**src/rtl/mem_arbiter_pkg.sv**
```systemverilog
// Shared types and constants for the dictionary SPRAM arbiter.
package mem_arb_pkg;

  localparam int DEF_ASZ  = 17;
  localparam int DEF_DSZ  = 8;
  localparam int NREQ_MAX = 8;

  typedef enum logic {ARB_IDLE, ARB_GNT} arb_st;

  typedef struct packed {
    logic       hit;
    logic [2:0] idx;
  } rr_res_t;

  // First set bit of req in the order ptr, ptr+1, ... modulo n.
  function automatic rr_res_t rr_next(input logic [NREQ_MAX-1:0] req,
                                      input logic [2:0] ptr, input int n);
    rr_res_t res;
    int      j;
    res = '0;
    for (int k = 0; k < NREQ_MAX; k++) begin
      j = (int'(ptr) + k) % n;
      if (k < n && !res.hit && req[j]) begin
        res.hit = 1'b1;
        res.idx = 3'(j);
      end
    end
    return res;
  endfunction

endpackage

```
**src/rtl/mem_arbiter_rr_picker.sv**
```systemverilog
// Combinational rotating-priority encoder.
module rr_picker
  import mem_arb_pkg::*;
#(
  parameter int NREQ = 3,
  localparam int IW  = $clog2(NREQ)
) (
  input  logic [NREQ-1:0] req,
  input  logic [IW-1:0]   ptr,
  output logic [IW-1:0]   idx,
  output logic            hit
);

  rr_res_t res;

  always_comb begin
    res = rr_next(NREQ_MAX'(req), 3'(ptr), NREQ);
    idx = IW'(res.idx);
    hit = res.hit;
  end

endmodule

```
**src/rtl/mem_arbiter.sv**
```systemverilog
// Round-robin owner-locking arbiter for the shared dictionary SPRAM port.
module mem_arbiter
  import mem_arb_pkg::*;
#(
  parameter int NREQ = 3,
  parameter int ASZ  = DEF_ASZ,
  parameter int DSZ  = DEF_DSZ,
  localparam int IW  = $clog2(NREQ)
) (
  input  logic                clk,
  input  logic                rst,
  input  logic [NREQ-1:0]     req,
  input  logic [NREQ-1:0]     we,
  input  logic [NREQ*ASZ-1:0] ai,
  input  logic [NREQ*DSZ-1:0] vi,
  output logic [NREQ-1:0]     gnt,
  output logic [NREQ-1:0]     rvld,
  output logic [DSZ-1:0]      vo,
  output logic                bus_we,
  output logic [ASZ-1:0]      bus_ai,
  output logic [DSZ-1:0]      bus_vi,
  input  logic [DSZ-1:0]      bus_vo,
  output arb_st               st
);

  arb_st           st_q, st_d;
  logic [IW-1:0]   own_q, own_d, ptr_q, ptr_d, rtag_q;
  logic            rpend_q;
  logic [ASZ-1:0]  ai_q, own_ai;
  logic [DSZ-1:0]  vi_q, own_vi;
  logic [IW-1:0]   pick_idx, pick_nxt;
  logic            pick_hit, access;

  rr_picker #(.NREQ(NREQ)) u_pick (
    .req(req),
    .ptr(ptr_q),
    .idx(pick_idx),
    .hit(pick_hit)
  );

  assign pick_nxt = (pick_idx == IW'(NREQ-1)) ? '0 : pick_idx + 1'b1;

  // The owner's req is low whenever we search in ARB_GNT, so the picker
  // never re-selects it and the rotated ptr already ranks it last.
  always_comb begin
    st_d  = st_q;
    own_d = own_q;
    ptr_d = ptr_q;
    case (st_q)
      ARB_IDLE: if (pick_hit) begin
        st_d  = ARB_GNT;
        own_d = pick_idx;
        ptr_d = pick_nxt;
      end
      ARB_GNT: if (!req[own_q]) begin
        if (pick_hit) begin
          own_d = pick_idx;
          ptr_d = pick_nxt;
        end else begin
          st_d = ARB_IDLE;
        end
      end
      default: st_d = ARB_IDLE;
    endcase
  end

  assign access = (st_q == ARB_GNT) & req[own_q];
  assign own_ai = ai[own_q*ASZ +: ASZ];
  assign own_vi = vi[own_q*DSZ +: DSZ];

  assign bus_we = access & we[own_q];
  assign bus_ai = access ? own_ai : ai_q;
  assign bus_vi = access ? own_vi : vi_q;

  always_ff @(posedge clk) begin
    if (rst) begin
      st_q    <= ARB_IDLE;
      own_q   <= '0;
      ptr_q   <= '0;
      rtag_q  <= '0;
      rpend_q <= 1'b0;
      ai_q    <= '0;
      vi_q    <= '0;
    end else begin
      st_q    <= st_d;
      own_q   <= own_d;
      ptr_q   <= ptr_d;
      rpend_q <= access & ~we[own_q];
      if (access) begin
        rtag_q <= own_q;
        ai_q   <= own_ai;
        vi_q   <= own_vi;
      end
    end
  end

  assign gnt  = (st_q == ARB_GNT) ? (NREQ'(1) << own_q) : '0;
  assign rvld = rpend_q ? (NREQ'(1) << rtag_q) : '0;
  assign vo   = bus_vo;
  assign st   = st_q;

endmodule
```
**config.mk**
```make
export PLATFORM = sky130hd
export DESIGN_NAME = mem_arbiter
export DESIGN_NICKNAME = d
export VERILOG_FILES = /design/src/rtl/mem_arbiter_pkg.sv /design/src/rtl/mem_arbiter_rr_picker.sv /design/src/rtl/mem_arbiter.sv
export SDC_FILE = /design/constraint.sdc
export NUM_CORES = 1
export LEC_CHECK = 0
export CAP_MARGIN = 20
export CORE_UTILIZATION = 39
export DETAILED_ROUTE_END_ITERATION = 8
export PLACE_DENSITY_LB_ADDON = 0.15
export SETUP_SLACK_MARGIN = 0.15
export SYNTH_ARGS = -nofsm -noshare
export SYNTH_HDL_FRONTEND = slang
export SYNTH_SLANG_ARGS = --single-unit
```
**constraint.sdc**
```tcl
create_clock -name clk -period 2.65 [get_ports clk]
set_clock_uncertainty 0.2 [all_clocks]
set_input_delay 0.6625 -clock clk [delete_from_list [all_inputs] [get_ports clk]]
set_output_delay 0.6625 -clock clk [all_outputs]
set_load 0.005 [all_outputs]
```
# Word-level counts from Yosys, hierarchy flattened
# Index checks and enable logic that the tools add are counted.
# word_totals
latchBits	0
out_inout_bits	41
rom_bits	0
mem_count	0
ramBits	0
reg_bits	33
# op_classes
n_shift	4
eq_ne	2
div_mod_pow	3
addsub	3
bitwise_logic	5
mul	1
reduce_logical	4
n_lt_le_gt_ge	4
muxes	30
# ops
cell	count
< comparator 32 x 5 -> 1 bit (second input constant)	3
remainder unit 32 x 3 -> 32 bit (second input constant)	2
variable part select 51 x 8 -> 17 bit	1
remainder unit 3 x 3 -> 32 bit (second input constant)	1
variable part select 24 x 6 -> 8 bit	1
two-way mux 17 bit	1
two-way mux 4 bit	3
two-way mux 1 bit	10
two-way mux 2 bit	5
binary-select mux 1 bit (select 3 bit)	3
two-way mux 8 bit	1
case mux 2 bit (2 select lines)	2
multiplier 2 x 5 -> 7 bit (second input constant)	1
two-way mux 3 bit	2
left shift 1 x 2 -> 3 bit (first input constant)	2
binary-select mux 1 bit (select 2 bit)	2
adder 2 x 1 -> 3 bit (second input constant)	1
adder 2 x 2 -> 3 bit (second input constant)	1
bitwise AND 1 bit	3
< comparator 2 x 3 -> 1 bit (second input constant)	1
adder 2 x 1 -> 2 bit (second input constant)	1
== test 2 bit (second input constant)	1
logical AND 1 bit	2
zero test 1 bit	2
other kinds (3)	4

# Depth between registers and ports, before layout
# Gate-level depths: netlist (run 1).
# depth
word_depth	16
ltp_mapped	9
ltp_nobuf	9

# Cells and area by module
# A second synthesis (run 1) with hierarchy kept.
# hier_totals
hier_cells	269
area_unflattened_um2	2567.5
# modules_own_cells
module	n_inst	cells_each	area_per_inst_um2
mem_arbiter	1	230	2268.4
rr_picker	1	39	299.0

# Worst setup path before layout (run 1)
# No wires, ideal clock.
# synth_path
kind	input -> output
start	input req[1]
end	output bus_ai[0]
t_arrival_ps	1601
stages	5
setup_slack_ps	186
n_path_buf	1
cell_sequence	mux2i_1 -> nor2_1 -> o21ai_4 -> buf_6 -> mux2_4
# synth_between
elab_chain_cells	4
# synth_rtl
element	line_no	rtl
start: declaration	mem_arbiter.sv:12	input logic [NREQ-1:0] req,
binary-select mux 1 bit (select 2 bit)	mem_arbiter.sv:67	assign access = (st_q == ARB_GNT) & req[own_q];
two-way mux 1 bit (implied by the code)	mem_arbiter.sv:67	
bitwise AND 1 bit	mem_arbiter.sv:67	
two-way mux 17 bit	-	
end: declaration	mem_arbiter.sv:20	output logic [ASZ-1:0] bus_ai,
# No other way between the ends. The select of a mux whose other input is x is not followed.

# Final worst setup path (run 1)
# layout_path
start	input req[0]
end	output bus_vi[0]
# layout_between
elab_chain_cells	4
# layout_rtl
element	line_no	rtl
binary-select mux 1 bit (select 2 bit)	mem_arbiter.sv:67	
two-way mux 1 bit (implied by the code)	mem_arbiter.sv:67	
bitwise AND 1 bit	mem_arbiter.sv:67	
two-way mux 8 bit	-	
end: declaration	mem_arbiter.sv:21	output logic [DSZ-1:0] bus_vi,
# No other way between the ends. The select of a mux whose other input is x is not followed.

==> results of run 1 <==
==> state kept, by name, indices dropped and copies added (netlist names) <==
name and count:
ai_q 17, own_q 2, ptr_q 2, rpend_q 1
rtag_q 2, st 1, vi_q 8
==> per-layer routing <==
metal  part of all wire  vias to the layer above  global-route usage
met5                  0                        -                   0
met4              0.012                        0              0.0509
met3              0.092                       11              0.0651
met2               0.48                       89               0.385
met1               0.42                     1015               0.242
li1                   -                     1136                   -
==> worst max-delay path, cell delays in order <==
cell and delay [ns]:
buf_8 0.10, mux2i_4 0.13, nor2_2 0.07, o21ai_4 0.19, buf_6 0.14, buf_16 0.13, mux2_4 0.31, buf_6 0.12
==> Yosys cell counts, types with 2 or more instances <==
master,instances,area (um2)
nor2_1,8,30.0
buf_4,10,75.1
dfxtp_1,33,661
mux2_2,3,33.8
nand2_1,30,113
a21oi_1,9,45.0
mux2_4,24,360
o21ai_0,25,125
nor2b_1,28,175
inv_1,3,11.3
buf_6,3,33.8
clkbuf_1,5,18.8
and3b_1,2,17.5
ha_1,8,100
buf_2,5,25.0
mux2i_1,31,310
nor3b_1,6,45.0
==> repair_timing <==
action,CTS,global route
setup buffers,18,1
endpoints found under the setup margin,30,31
resized for setup,167,11
pin swaps,4,0
gates cloned,1,0
==> per-stage QoR <==
step	TNS, ns	cell area (um2)	power (mW)	hold WS (ns)	utilization
after detailed placement	-20.95	3610	2.99	0.329	0.639
final	-1.51	4020	3.88	0.339	0.713
after global routing	-2.67	4020	4.13	0.383	0.713
after floorplan	0	2340	2.09	0.285	-
after global placement	-20.23	3610	2.95	0.305	0.639
after CTS	-1.72	3970	3.80	0.323	0.704
==> cell usage in the layout (no fill, tap or decap), types with 2 or more instances in the layout <==
cell type        synthesis  final
nor2_1                   8      7
buf_2                    5      2
dfxtp_2                  0      3
buf_8                    0      5
ha_2                     0      2
dfxtp_1                 33     29
o21ai_0                 25     25
nor3b_2                  1      3
dlygate4sd2_1            0      2
and3b_1                  2      2
ha_1                     8      6
mux2_2                   3      2
clkbuf_8                 0      6
nand2_1                 30     30
inv_1                    3      2
a21oi_1                  9      9
buf_4                   10     24
buf_6                    3     32
mux2_4                  24     25
nor3b_1                  6      4
nor2b_1                 28     28
nor2_2                   1      2
buf_12                   0      3
clkdlybuf4s50_1          0     84
mux2i_1                 31     30
==> worst paths after layout <==
path	endpoint	slack, ns
max	bus_vi[0]	-0.07
min	ptr_q[1]$_SDFFE_PP0P_	0.34
max reg2reg	ptr_q[0]$_SDFFE_PP0P_	0.29
min reg2reg	ptr_q[1]$_SDFFE_PP0P_	0.34
==> cell families (layout without fill, tap and decap cells) <==
family,count (synthesis),after routing,share of synthesized area
and+or+nand+nor,83,83,0.194
AOI/OAI and AO/OA,43,43,0.109
muxes,58,58,0.301
buffers and inverters,27,165,0.0715
adders and majority gates,8,8,0.0427
DFF,33,33,0.282
==> final cells by class <==
class	instances	area, um2
Inverter	4	20.0
Timing Repair Buffer	153	1570
Tap cell	72	90.1
Clock buffer	7	86.3
Clock inverter	1	30.0
Fill cell	427	1620
Sequential cell	33	668
Multi-Input combinational cell	192	1560
==> power by group through the flow <==
stage | Clock, mW | Sequential [mW] | Combinational, mW
final | 0.490 | 0.719 | 2.67
after global placement | 0 | 0.708 | 2.24
after CTS | 0.495 | 0.710 | 2.60
after floorplan | 0 | 0.681 | 1.41
after detailed placement | 0 | 0.715 | 2.27
after global routing | 0.526 | 0.739 | 2.87
==> implementation parameters, run 1 <==
Parameter                              Value

Synth
  Share of synthesized area occupied by flip-flops and latches    0.282
  Mean instance size in the synthesized netlist    slightly above 9 um2
  Post-synth design cell area    2340 um2
  Flop and latch count out of synthesis    33
  Yosys warning total    0
  Number of synthesized flops with an enable pin    0
  Synth cell types    36
  Most instantiated flip-flop cell in the synthesis netlist    dfxtp_1
  Share of synthesized registers carrying an async set or reset    0
  Cell count after synthesis    ~250
  Number of nets produced by synthesis    351

Pwr
  Int Power    2.54 mW
  VDD IR-drop max    0.643 mV
  Leakage    1.70 nW
  Switching power as a share of total power    0.345
  Power share of the clock group    0.127
  Pwr dens    approximately 960 nW/um2
  Combinational fraction of design power    0.688
  Share of total power in sequential cells    0.185
  Net Sw Power    1.34 mW

Timing
  Finish-stage setup viols    25
  Transition time of the tightest slew-check pin    roughly 0.35 ns
  Unrepaired setup endpoints after global routing    yes
  Period minus WS final    2.72 ns
  Worst-case headroom to the max-slew limit    0.767
  Final worst-path cycle share    1.03
  Number of pins with negative max-slew slack in the final report    0
  Final WS setup    -0.0709 ns
  Final Hold Violating Endpoints    0
  Maximum clock frequency    368 MHz

Place
  RePlAce Congestion    0.812
  Number of buffer cells added on primary ports    115
  Half-perimeter wire length of the detailed placement result    between 4 and 5 mm
  Cell Count Post-Placement    434
  Placement-stage worst setup slack    -0.841 ns

Hold path
  Hold/Removal Path Class    flop to flop
  Depth of the worst hold-timing path    2
  Source of the worst hold timing path    ptr_q[1]$_SDFFE_PP0P_

Final layout
  Antenna diode count    0
  Share of final-layout standard cells stronger than drive strength 1    0.308
  Net count, final    488
  Synth-to-Final Area Change    71.6%
  Final std cells w/o fill    roughly 460

Global routing
  All-layer global routing usage    0.214
  Wire length of the first global-routing pass    10.5 mm
  Maximum number of pins on one net before global-route repair    34
  Initial antenna violation count    0
  Total congestion overflow after global routing    0
  Vias in the first global route    about 2200

Route
  Number of DRC violations after detailed-routing iteration 0    84
  Number of nets with antenna violations after detailed routing    0
  Via-per-instance ratio    4.87
  Via Count    about 2300
  Total DRC errors in the routed layout    0
  First-pass iteration count of the detailed router    4
  Drt wl/cell    approximately 15 um
  Detailed-route wire length    ~6.7 mm

Setup path
  Logic depth of the worst register-to-register path    8
  Type of element launching the critical path    input pin
  Worst Path Arrival    about 1.9 ns
  Category of the most critical setup path    input pin to output pin
  Worst-path fanout max    7
  Required time at the endpoint of the critical path    1.79 ns
  Capturing element type of the critical path    output pin
  Timing startpoint of the critical path    req[0]
  Launch instance of the worst register-to-register path    ptr_q[1]$_SDFFE_PP0P_

Clocking
  Clock tree from TritonCTS    done
  Clock Sink Count    33
  Insertion delay of the later-clocked pin in the worst-skew pair    0.28 ns
  Hold Buf Count CTS    0
  Master cell of the clock root buffer    clkbuf_8
  Clock input transition at the sequential cells of the worst setup and hold paths    about 0.06 ns
  Longest Clk Path Bufs    2
  Inserted Clock Buffers    5
  H-tree depth    2

Floorplanning
  Full die area    6320 um2
  Number of top-level pins    132
  Die span in y    79.5 um
  Area of the core region    between 5000 and 6000 um2
  Chip width    79.5 um
  # rows    27
  Initial Util    0.415

Run status
  Failing checks    setup timing
  Run status    complete, but fails checks

Job
  Max_cap viols    0
(Power assumes the default switching activity.)
==> run 2: changes to the inputs <==
--- a/config.mk
+++ b/config.mk
@@ -6,10 +6,11 @@
 export NUM_CORES = 1
 export LEC_CHECK = 0
 export CAP_MARGIN = 20
-export CORE_UTILIZATION = 39
+export CORE_UTILIZATION = 40
 export DETAILED_ROUTE_END_ITERATION = 8
 export PLACE_DENSITY_LB_ADDON = 0.15
 export SETUP_SLACK_MARGIN = 0.15
 export SYNTH_ARGS = -nofsm -noshare
 export SYNTH_HDL_FRONTEND = slang
+export SYNTH_HIERARCHICAL = 1
 export SYNTH_SLANG_ARGS = --single-unit
==> run 2 against run 1 <==
Against the previous run:
- critical path depth is 1 higher
- first-iteration DRC count grew to 3.3 times the previous value
- worst setup slack worse by 0.14 ns
- sequential power is 19% higher
- highest routed layer unchanged
- the flow still finishes with violations (setup timing)
- die area is 6.6% higher
- critical path type unchanged
==> implementation parameters, run 2 <==
Parameter                              Value

Synth
  Flop and latch count out of synthesis    33
  Mean instance size in the synthesized netlist    9.54 um2
  Yosys warning total    6
  Cell count after synthesis    between 200 and 300
  Dominant cell by count in the synthesized netlist    dfxtp_1
  Portion of synthesized cell area occupied by the leading cell type    0.257
  Number of nets produced by synthesis    368
  Share of synthesized area occupied by flip-flops and latches    0.257
  Number of synthesized flops with an enable pin    0
  Synth cell types    41
  Post-synth design cell area    2570 um2
  Share of synthesized registers carrying an async set or reset    0
  Commonest cells in the synthesized netlist    dfxtp_1, mux2i_1, a21oi_1
  Cell type with the largest total area after synthesis    dfxtp_1
  Cell types occupying the most area after synthesis    dfxtp_1, a211oi_2, mux2i_1
  Most instantiated flip-flop cell in the synthesis netlist    dfxtp_1

Clocking
  Insertion delay of the later-clocked pin in the worst-skew pair    0.30 ns
  Inserted Clock Buffers    5
  Master cell of the clock root buffer    clkbuf_8
  Hold Buf Count CTS    0
  Clock input transition at the sequential cells of the worst setup and hold paths    roughly 0.08 ns
  H-tree depth    2
  Clock Sink Count    33
  Longest Clk Path Bufs    2
  Clock tree from TritonCTS    done

Pwr
  Share of total power in sequential cells    0.124
  Switching power as a share of total power    0.437
  Pwr dens    1290 nW/um2
  Leakage    2.20 nW
  Power share of the clock group    0.066
  VDD IR-drop max    0.735 mV
  Int Power    3.87 mW
  Net Sw Power    ~3 mW
  Combinational fraction of design power    0.810

Route
  Via Count    3465
  Number of DRC violations after detailed-routing iteration 0    274
  Drt wl/cell    23.5 um
  Number of nets with antenna violations after detailed routing    0
  First-pass iteration count of the detailed router    7
  Detailed-route wire length    13.3 mm
  Via-per-instance ratio    6.13
  Total DRC errors in the routed layout    0

Final layout
  Final core area utilization    0.882
  Synth-to-Final Area Change    108%
  Net count, final    588
  Flip-flop count of the largest register, all copies and words added    17
  Commonest cells after routing, fill and taps aside    buf_4, clkdlybuf4s50_1, mux2i_1, dfxtp_1, a211oi_2
  Share of final-layout standard cells stronger than drive strength 1    0.561
  Most common library cell in the layout ignoring fill and taps    buf_4
  Register with the most flip-flops    ai_q
  Final std cells w/o fill    565
  Antenna diode count    0
  Largest registers    ai_q (17), vi_q (8)

Timing
  Worst-case headroom to the max-slew limit    0.665
  Number of pins with negative max-slew slack in the final report    0
  Transition time of the tightest slew-check pin    0.502 ns
  Final worst-path cycle share    1.08
  Final WS setup    -0.214 ns
  Final Hold Violating Endpoints    0
  Finish-stage setup viols    25
  Unrepaired setup endpoints after global routing    yes
  Maximum clock frequency    349 MHz
  Period minus WS final    about 2.9 ns

Setup path
  Worst-case register-to-register setup slack    0.01 ns
  Worst-path fanout max    5
  Slowest stage cell on the critical path    mux2_4
  Worst Path Arrival    2.00 ns
  Capturing element type of the critical path    output pin
  Critical Path, Cell by Cell    buf_6, mux2_4, buf_12, buf_16, buf_12, buf_6, a211oi_4, a21oi_2, buf_2
  Category of the most critical setup path    input pin to output pin
  Kind of cell adding the most delay to the critical path    buffers and inverters
  Crit path buffers/inverters    6
  Type of element launching the critical path    input pin
  Required time at the endpoint of the critical path    1.79 ns
  Highest cell delay on the worst timing path    0.29 ns

Floorplanning
  Full die area    between 6000 and 7000 um2
  # rows    28
  Area of the core region    between 6000 and 7000 um2
  Die span in y    approximately 82 um
  Initial Util    0.424
  Chip width    82.1 um
  Number of top-level pins    132

Place
  Half-perimeter wire length of the detailed placement result    between 5 and 6 mm
  Number of buffer cells added on primary ports    115
  Cell Count Post-Placement    503
  RePlAce Congestion    between 0.8 and 0.9

Job
  Max_cap viols    0

Hold path
  Hold/Removal Path Class    flop to flop

Global routing
  Total congestion overflow after global routing    0
  All-layer global routing usage    0.350
  Maximum number of pins on one net before global-route repair    22
  Vias in the first global route    3376
  Initial antenna violation count    0
  Wire length of the first global-routing pass    17.3 mm

Run status
  Run status    complete, but fails checks
  Failing checks    setup timing
-- run 2: cell types whose count changed after synthesis, sizes merged, moves of 3 or more --
cell	previous run	this run
a2bb2oi	0	26
nor2	9	6
a21oi	10	27
nor3b	7	2
nor2b	28	3
o21ai	27	3
nand2b	1	6
mux2	27	4
buf	18	32
inv	4	7
nand2	30	4
a211oi	0	52
-- run 2: layer usage --
layer | vias to the layer above | global-route usage | wire length (um)
li1 | 1458 | - | -
met1 | 1666 | 0.388 | 4690
met2 | 261 | 0.619 | 6630
met3 | 80 | 0.0703 | 1220
met4 | 0 | 0.202 | 716
met5 | - | 0 | 0
-- run 2: worst min-delay path, stage by stage (launching register included) --
cell,delay (ns)
dfxtp_1,0.37
nand2b_1,0.10
mux2i_1,0.07
-- run 2: area by class of cell --
cell class              count  area [um2]
clock buffers               7        96.3
clock inverters             1        5.00
fillers                   281         716
inverters                   7        30.0
multi-input cells         197        2210
flip-flops and latches     33         672
well taps                  75        93.8
repair buffers            245        2230
-- run 2: metrics by stage --
step | TNS, ns | worst slack [ns] | cell area (um2) | hold slack (ns) | power (mW)
after floorplan | 0 | 0.169 | 2570 | 0.275 | 2.68
after global placement | -18.54 | -0.724 | 4220 | 0.297 | 4.53
after detailed placement | -19.07 | -0.750 | 4220 | 0.303 | 4.61
after CTS | -2.39 | -0.192 | 5130 | 0.317 | 6.08
after global routing | -4.39 | -0.254 | 5350 | 0.424 | 7.13
final | -3.45 | -0.214 | 5350 | 0.389 | 6.87
-- run 2: worst paths after layout --
check | from | endpoint | depth (start not counted)
min reg2reg | rtag_q[1]$_SDFFE_PP0P_ | rtag_q[1]$_SDFFE_PP0P_ | 2
min | rtag_q[1]$_SDFFE_PP0P_ | rtag_q[1]$_SDFFE_PP0P_ | 2
max reg2reg | ptr_q[0]$_SDFFE_PP0P_ | own_q[1]$_SDFFE_PP0P_ | 10
max | req[0] | bus_ai[2] | 9
-- run 2: kinds of logic after synthesis --
family                   after synthesis  synth area share
AO/OA/AOI/OAI                        117             0.384
flip-flops                            33             0.257
adder cells (fa/ha/maj)                8            0.0390
multiplexers                          34             0.137
buffers and inverters                 44             0.103
AND/OR/NAND/NOR                       33            0.0794
-- run 2: timing repair --
item	CTS	global route
gates cloned	7	0
pin swaps	30	15
gates resized for setup	232	30
setup endpoints to repair	31	31
setup buffers	37	10
-- run 2: power groups by stage --
stage	logic (mW)	clock network [mW]	registers (mW)
floorplan	1.95	0	0.730
global placement	3.77	0	0.757
detailed placement	3.85	0	0.765
CTS	4.82	0.428	0.831
global route	5.80	0.466	0.861
finish	5.57	0.451	0.854
==> run 3: changes to the inputs <==
--- a/config.mk
+++ b/config.mk
@@ -5,6 +5,7 @@
 export SDC_FILE = /design/constraint.sdc
 export NUM_CORES = 1
 export LEC_CHECK = 0
+export ABC_CLOCK_PERIOD_IN_PS = 2650
 export CAP_MARGIN = 20
 export CORE_UTILIZATION = 40
 export DETAILED_ROUTE_END_ITERATION = 8
==> results of run 3 <==
Same layout as run 2: the final DEF is identical, and so are final timing and power.
